$ cat src/rtl/mem_access_ctrl.sv
`default_nettype none
// ============================================================================
// Module   : mem_access_ctrl
// Purpose  : Single-outstanding load/store initiator for a byte-laned data
//            memory. Optional alignment checking: MEM_ALIGN_CHECK_EN.
// Revision : 1.0  initial release
// ============================================================================
module mem_access_ctrl #(
  parameter int unsigned MEM_BYTES = 524288
) (
  input  logic        clk,
  input  logic        rst_n,
  input  logic        i_req_valid,
  output logic        o_req_ready,
  input  logic [3:0]  i_req_op,
  input  logic [31:0] i_req_addr,
  input  logic [31:0] i_req_wdata,
  output logic        o_resp_valid,
  output logic [31:0] o_resp_rdata,
  output logic        o_resp_err,
  output logic        o_mem_ce,
  output logic        o_mem_wr_fg,
  output logic [31:0] o_mem_addr,
  output logic [3:0]  o_mem_sel,
  output logic [31:0] o_mem_wdata,
  input  logic [31:0] i_mem_rdata
);

  localparam logic [1:0] c_IDLE    = 2'd0;
  localparam logic [1:0] c_ACCESS  = 2'd1;
  localparam logic [1:0] c_RESP    = 2'd2;

  localparam logic [1:0] c_SZ_BYTE = 2'b00;
  localparam logic [1:0] c_SZ_HALF = 2'b01;
  localparam logic [1:0] c_SZ_WORD = 2'b10;
  localparam logic [1:0] c_SZ_RSVD = 2'b11;

  localparam logic [32:0] c_MEM_LIMIT = 33'(MEM_BYTES);

  logic [1:0]  r_state;
  logic        r_is_store;
  logic        r_is_unsigned;
  logic [1:0]  r_size;
  logic [31:0] r_addr;
  logic [31:0] r_wdata;
  logic [31:0] r_resp_rdata;
  logic        r_resp_err;

  logic        w_size_rsvd;
  logic        w_out_of_range;
  logic        w_misaligned;
  logic        w_req_err;
  logic [1:0]  w_off;
  logic [3:0]  w_sel_base;
  logic [31:0] w_wdata_base;
  logic [4:0]  w_shamt;
  logic [3:0]  w_sel;
  logic [31:0] w_lane_wdata;
  logic [31:0] w_rd_shift;
  logic [31:0] w_load;
  logic        w_in_access;

  // Request validation looks at the incoming request so the decision is made
  // on the same edge the request is captured.
  always_comb begin
    w_size_rsvd    = (i_req_op[1:0] == c_SZ_RSVD);
    w_out_of_range = ({1'b0, i_req_addr} >= c_MEM_LIMIT);
`ifdef MEM_ALIGN_CHECK_EN
    w_misaligned   = ((i_req_op[1:0] == c_SZ_HALF) && i_req_addr[0]) ||
                     ((i_req_op[1:0] == c_SZ_WORD) && (i_req_addr[1:0] != 2'b00));
`else
    w_misaligned   = 1'b0;
`endif
    w_req_err      = w_size_rsvd || w_out_of_range || w_misaligned;
  end

  // Halfword/word offsets drop the low address bits, so an unchecked
  // misaligned access lands on the containing aligned unit.
  always_comb begin
    case (r_size)
      c_SZ_BYTE: begin
        w_off        = r_addr[1:0];
        w_sel_base   = 4'b0001;
        w_wdata_base = {24'd0, r_wdata[7:0]};
      end
      c_SZ_HALF: begin
        w_off        = {r_addr[1], 1'b0};
        w_sel_base   = 4'b0011;
        w_wdata_base = {16'd0, r_wdata[15:0]};
      end
      default: begin
        w_off        = 2'b00;
        w_sel_base   = 4'b1111;
        w_wdata_base = r_wdata;
      end
    endcase
  end

  assign w_shamt      = {w_off, 3'b000};
  assign w_sel        = w_sel_base << w_off;
  assign w_lane_wdata = w_wdata_base << w_shamt;
  assign w_rd_shift   = i_mem_rdata >> w_shamt;

  always_comb begin
    case (r_size)
      c_SZ_BYTE: w_load = {{24{~r_is_unsigned & w_rd_shift[7]}},  w_rd_shift[7:0]};
      c_SZ_HALF: w_load = {{16{~r_is_unsigned & w_rd_shift[15]}}, w_rd_shift[15:0]};
      default:   w_load = w_rd_shift;
    endcase
  end

  // Memory strobes are decoded from state so an asynchronous reset removes
  // the write flag before the next edge.
  assign w_in_access  = (r_state == c_ACCESS);
  assign o_mem_ce     = w_in_access;
  assign o_mem_wr_fg  = w_in_access & r_is_store;
  assign o_mem_addr   = w_in_access ? {r_addr[31:2], 2'b00} : 32'd0;
  assign o_mem_sel    = w_in_access ? w_sel : 4'd0;
  assign o_mem_wdata  = (w_in_access & r_is_store) ? w_lane_wdata : 32'd0;

  assign o_req_ready  = (r_state == c_IDLE);
  assign o_resp_valid = (r_state == c_RESP);
  assign o_resp_rdata = r_resp_rdata;
  assign o_resp_err   = r_resp_err;

  always_ff @(posedge clk or negedge rst_n) begin
    if (!rst_n) begin
      r_state       <= c_IDLE;
      r_is_store    <= 1'b0;
      r_is_unsigned <= 1'b0;
      r_size        <= 2'b00;
      r_addr        <= 32'd0;
      r_wdata       <= 32'd0;
      r_resp_rdata  <= 32'd0;
      r_resp_err    <= 1'b0;
    end else begin
      case (r_state)
        c_IDLE: begin
          if (i_req_valid) begin
            r_is_store    <= i_req_op[3];
            r_is_unsigned <= i_req_op[2];
            r_size        <= i_req_op[1:0];
            r_addr        <= i_req_addr;
            r_wdata       <= i_req_wdata;
            if (w_req_err) begin
              r_resp_err   <= 1'b1;
              r_resp_rdata <= 32'd0;
              r_state      <= c_RESP;
            end else begin
              r_state      <= c_ACCESS;
            end
          end
        end
        c_ACCESS: begin
          r_resp_err   <= 1'b0;
          r_resp_rdata <= r_is_store ? 32'd0 : w_load;
          r_state      <= c_RESP;
        end
        c_RESP: begin
          r_state <= c_IDLE;
        end
        default: begin
          r_state <= c_IDLE;
        end
      endcase
    end
  end

endmodule
`default_nettype wire
$ cat config.mk
export PLATFORM = sky130hd
export DESIGN_NAME = mem_access_ctrl
export DESIGN_NICKNAME = d
export VERILOG_FILES = /design/src/rtl/mem_access_ctrl.sv
export SDC_FILE = /design/constraint.sdc
export NUM_CORES = 1
export LEC_CHECK = 0
export ABC_CLOCK_PERIOD_IN_PS = 1700
export CAP_MARGIN = 5
export CORE_MARGIN = 2
export CORE_UTILIZATION = 30
export DETAILED_ROUTE_END_ITERATION = 10
export SLEW_MARGIN = 20
export SYNTH_ARGS = -nofsm -noshare
export SYNTH_HDL_FRONTEND = slang
export SYNTH_SLANG_ARGS = --single-unit
$ cat constraint.sdc
create_clock -name clk -period 1.7 [get_ports clk]
set_input_delay 0.34 -clock clk [delete_from_list [all_inputs] [get_ports clk]]
set_output_delay 0.34 -clock clk [all_outputs]
set_load 0.1 [all_outputs]
==> results.sh, run 1 <==
export IMPL_status="complete, but fails checks"
export IMPL_violations="setup timing"
export IMPL_synth_top_family_by_area="multiplexers"
export IMPL_syn_inst=427
export IMPL_grt_pass1_vias=4998
export IMPL_grt_start_max_net_pins=56
export IMPL_hp_start="i_req_addr[27]"
export IMPL_drive_gt1_share_pct=59.6
export IMPL_critical_path_peak_fanout=8
export IMPL_cp_end_kind="output port"
export IMPL_clk_latency_ps=350
export IMPL_fin_util_pct=67.4
export IMPL_vias=4708
export IMPL_slew_violations=0
export IMPL_path_buf_inv=2
export IMPL_mostFrequentLayoutCells="buf_12 (119), dfrtp_1 (100), clkdlybuf4s50_1 (99)"
export IMPL_antenna_cells=0
export IMPL_yosysTopAreaCellShare_pct=52.8
export IMPL_cp_start_kind="register"
export IMPL_holdPathStages=2
export IMPL_hold_end="r_addr[27]"
export IMPL_syn2layout_area_growth_pct=119
export IMPL_p_leak_nw=4.60
export IMPL_netlist_area_um2=4880
export IMPL_tightest_slew_ps=562
export IMPL_synth_top_area_cell="dfrtp_1"
export IMPL_die_width_um=132
export IMPL_wirelength_um=20200
export IMPL_yosys_area_share_xor_xnor_pct=0
export IMPL_r2r_end="o_resp_rdata[18]"
export IMPL_synth_top_cells_by_area="dfrtp_1 (53%), mux2_2 (15%), and2_1 (5.1%)"
export IMPL_irDropWorstVdd_mv=0.452
export IMPL_gp_congestion=0.852
export IMPL_max_slew_margin_pct=62.6
export IMPL_setup_tns_ps=-39780
export IMPL_place_area_um2=8920
export IMPL_num_rows=46
export IMPL_synth_warning_count=0
export IMPL_yosysSeqAreaShare_pct=52.8
export IMPL_cts_root_buffer="clkbuf_16"
export IMPL_portBuffers=205
export IMPL_p_per_area_nw_per_um2=655
export IMPL_fin_hold_ws_ps=415
export IMPL_cts_buffers=9
export IMPL_final_area_um2=10700
export IMPL_ys_types=37
export IMPL_coreArea_um2=15900
export IMPL_layout_commonest_cell="buf_12"
export IMPL_wl_per_cell_um=21.5
export IMPL_gr_total_overflow=0
export IMPL_fp_dieH_um=132
export IMPL_drc=0
export IMPL_hold_viol_final=0
export IMPL_clk_path_buf_depth=2
export IMPL_fin_cells=939
export IMPL_dr_pass1_iters=4
export IMPL_crit_top_cell="and2_4"
export IMPL_dpl_cell_count=879
export IMPL_viasPerCell=5.01
export IMPL_pre_cts_ws_ps=-502
export IMPL_fin_nets=821
export IMPL_clock_sinks=103
export IMPL_synth_compound_area_share_pct=11.5
export IMPL_dieArea_um2=17300
export IMPL_htreeDepth=3
export IMPL_fmax_mhz=468
export IMPL_finalCritPeriodShare_pct=126
export IMPL_syn_avg_cell_area_um2=11.4
export IMPL_rsz0062_at_grt="yes"
export IMPL_reg2reg_depth=10
export IMPL_cpMaxStageDelayCell="dfrtp_1"
export IMPL_tritoncts="yes"
export IMPL_yosys_area_share_adder_pct=0
export IMPL_min_path_type="input pin to register"
export IMPL_path_cells="nand2b_4, inv_4, and2_4, nand2_4, nor2_4, and2_4, buf_12"
export IMPL_cp_data_arrival_time_ps=1800
export IMPL_p_total_mw=7.01
export IMPL_synth_area_mux_share_pct=18.7
export IMPL_crit_required_ps=1360
export IMPL_min_period_ps=2140
export IMPL_grt_pass1_wl_um=28500
export IMPL_setup_ws_ps=-438
export IMPL_hpwl_um=12900
export IMPL_grt_usage_pct=21.1
export IMPL_finalSetupViolCount=168
export IMPL_antenna_found_initial=0
export IMPL_synth_seq_cells=103
export IMPL_clkSlewWorstSetupHoldPaths_ps=70
export IMPL_drt_initial_drc_count=280
export IMPL_cap_violations=0
export IMPL_r2r_start="r_size[0]"
export IMPL_detail_route_antenna_nets=0
export IMPL_ff2ff_setup_slack_ps=-360
export IMPL_critical_path_class="register to output port"
export IMPL_skew_ps=5.88
export IMPL_synthSimpleGateAreaFrac_pct=14.4
export IMPL_io_pins=208
export IMPL_slowest_delay_ps=390
export IMPL_initial_core_util_pct=30.7
export IMPL_cp_top_family="simple AND/OR/NAND/NOR gates"
## layout make-up
cell class	count	area, um^2
fill	1108	5180
timing repair buffer	303	4380
tap	216	270
multi-input combinational	297	3130
clock buffer	12	256
sequential	103	2580
inverter	4	26.3
clock inverter	4	53.8
## where the power goes
part | total, mW | switching (mW) | internal, mW
Combinational | 1.90 | 0.798 | 1.10
Clock | 2.19 | 0.963 | 1.23
Sequential | 2.92 | 0.228 | 2.69
Total | 7.01 | 1.99 | 5.02
## worst max-delay path by stage
| stage | start | to | slack, ps | cells past startpoint |
|---|---|---|---|---|
| 2_1_floorplan | r_state[1] | o_mem_wdata[31] | -820 | 6 |
| 3_3_place_gp | i_req_addr[31] | o_resp_rdata[7] | -470 | 8 |
| 3_5_place_dp | i_req_addr[31] | o_resp_rdata[10] | -500 | 8 |
| 4_1_cts | r_state[1] | o_mem_wdata[4] | -410 | 7 |
| 5_1_grt | r_state[1] | o_mem_wdata[0] | -530 | 7 |
| 6_report | r_state[1] | o_mem_wdata[0] | -440 | 7 |
## state kept, by name (all words and copies together) (netlist names)
signal	cells
r_size	2
r_wdata	32
r_addr	32
r_is_unsigned	1
r_is_store	1
o_resp_err	1
r_state	2
o_resp_rdata	32
## kinds of logic (layout without fill, tap and decap cells)
| family | Yosys count | count (layout) |
|---|---|---|
| other | 1 | 2 |
| muxes | 74 | 74 |
| AOI/OAI and AO/OA | 79 | 79 |
| DFF | 103 | 103 |
| buffers and inverters | 29 | 323 |
| and+or+nand+nor | 141 | 142 |
## Yosys cell counts (all sizes together)
library cell and instances:
a22o 11, inv 4, buf 6, nor3 5, and3 2, nand2 43
mux4 7, nand2b 5, o31ai 1, a221oi 8, a211oi 2, dfrtp 103
nand4 1, clkbuf 19, o21ai 36, a41oi 1, and3b 1, o2bb2ai 1
nor4 4, or3 1, mux2 66, nor2b 2, and2 40, o41ai 1
a22oi 8, a21oi 10, mux2i 1, nor2 37, conb 1
## layer usage
metal  part of all wire (%)  GRT usage, %  up-vias
met5                      0             0        -
met4                    3.1          8.33        0
met3                    7.1          6.21       39
met2                     51          36.0      195
met1                     39          25.0     2378
li1                       -             -     2096
## what timing repair did
action,CTS,global route
setup buffers,14,14
pin swaps,27,50
cloned,7,11
endpoints found under the hold margin,35,0
setup endpoints to repair,102,167
hold buffers,1,0
resized for setup,90,151
No activity file was read; power rests on OpenSTA's default activity.
==> run 2, diff against run 1 <==
--- a/config.mk
+++ b/config.mk
@@ -10,6 +10,7 @@
 export CORE_MARGIN = 2
 export CORE_UTILIZATION = 30
 export DETAILED_ROUTE_END_ITERATION = 10
+export GPL_ROUTABILITY_DRIVEN = 0
 export SLEW_MARGIN = 20
 export SYNTH_ARGS = -nofsm -noshare
 export SYNTH_HDL_FRONTEND = slang
==> results of run 2 <==
Final layout, timing and power as in run 1 (identical DEF).
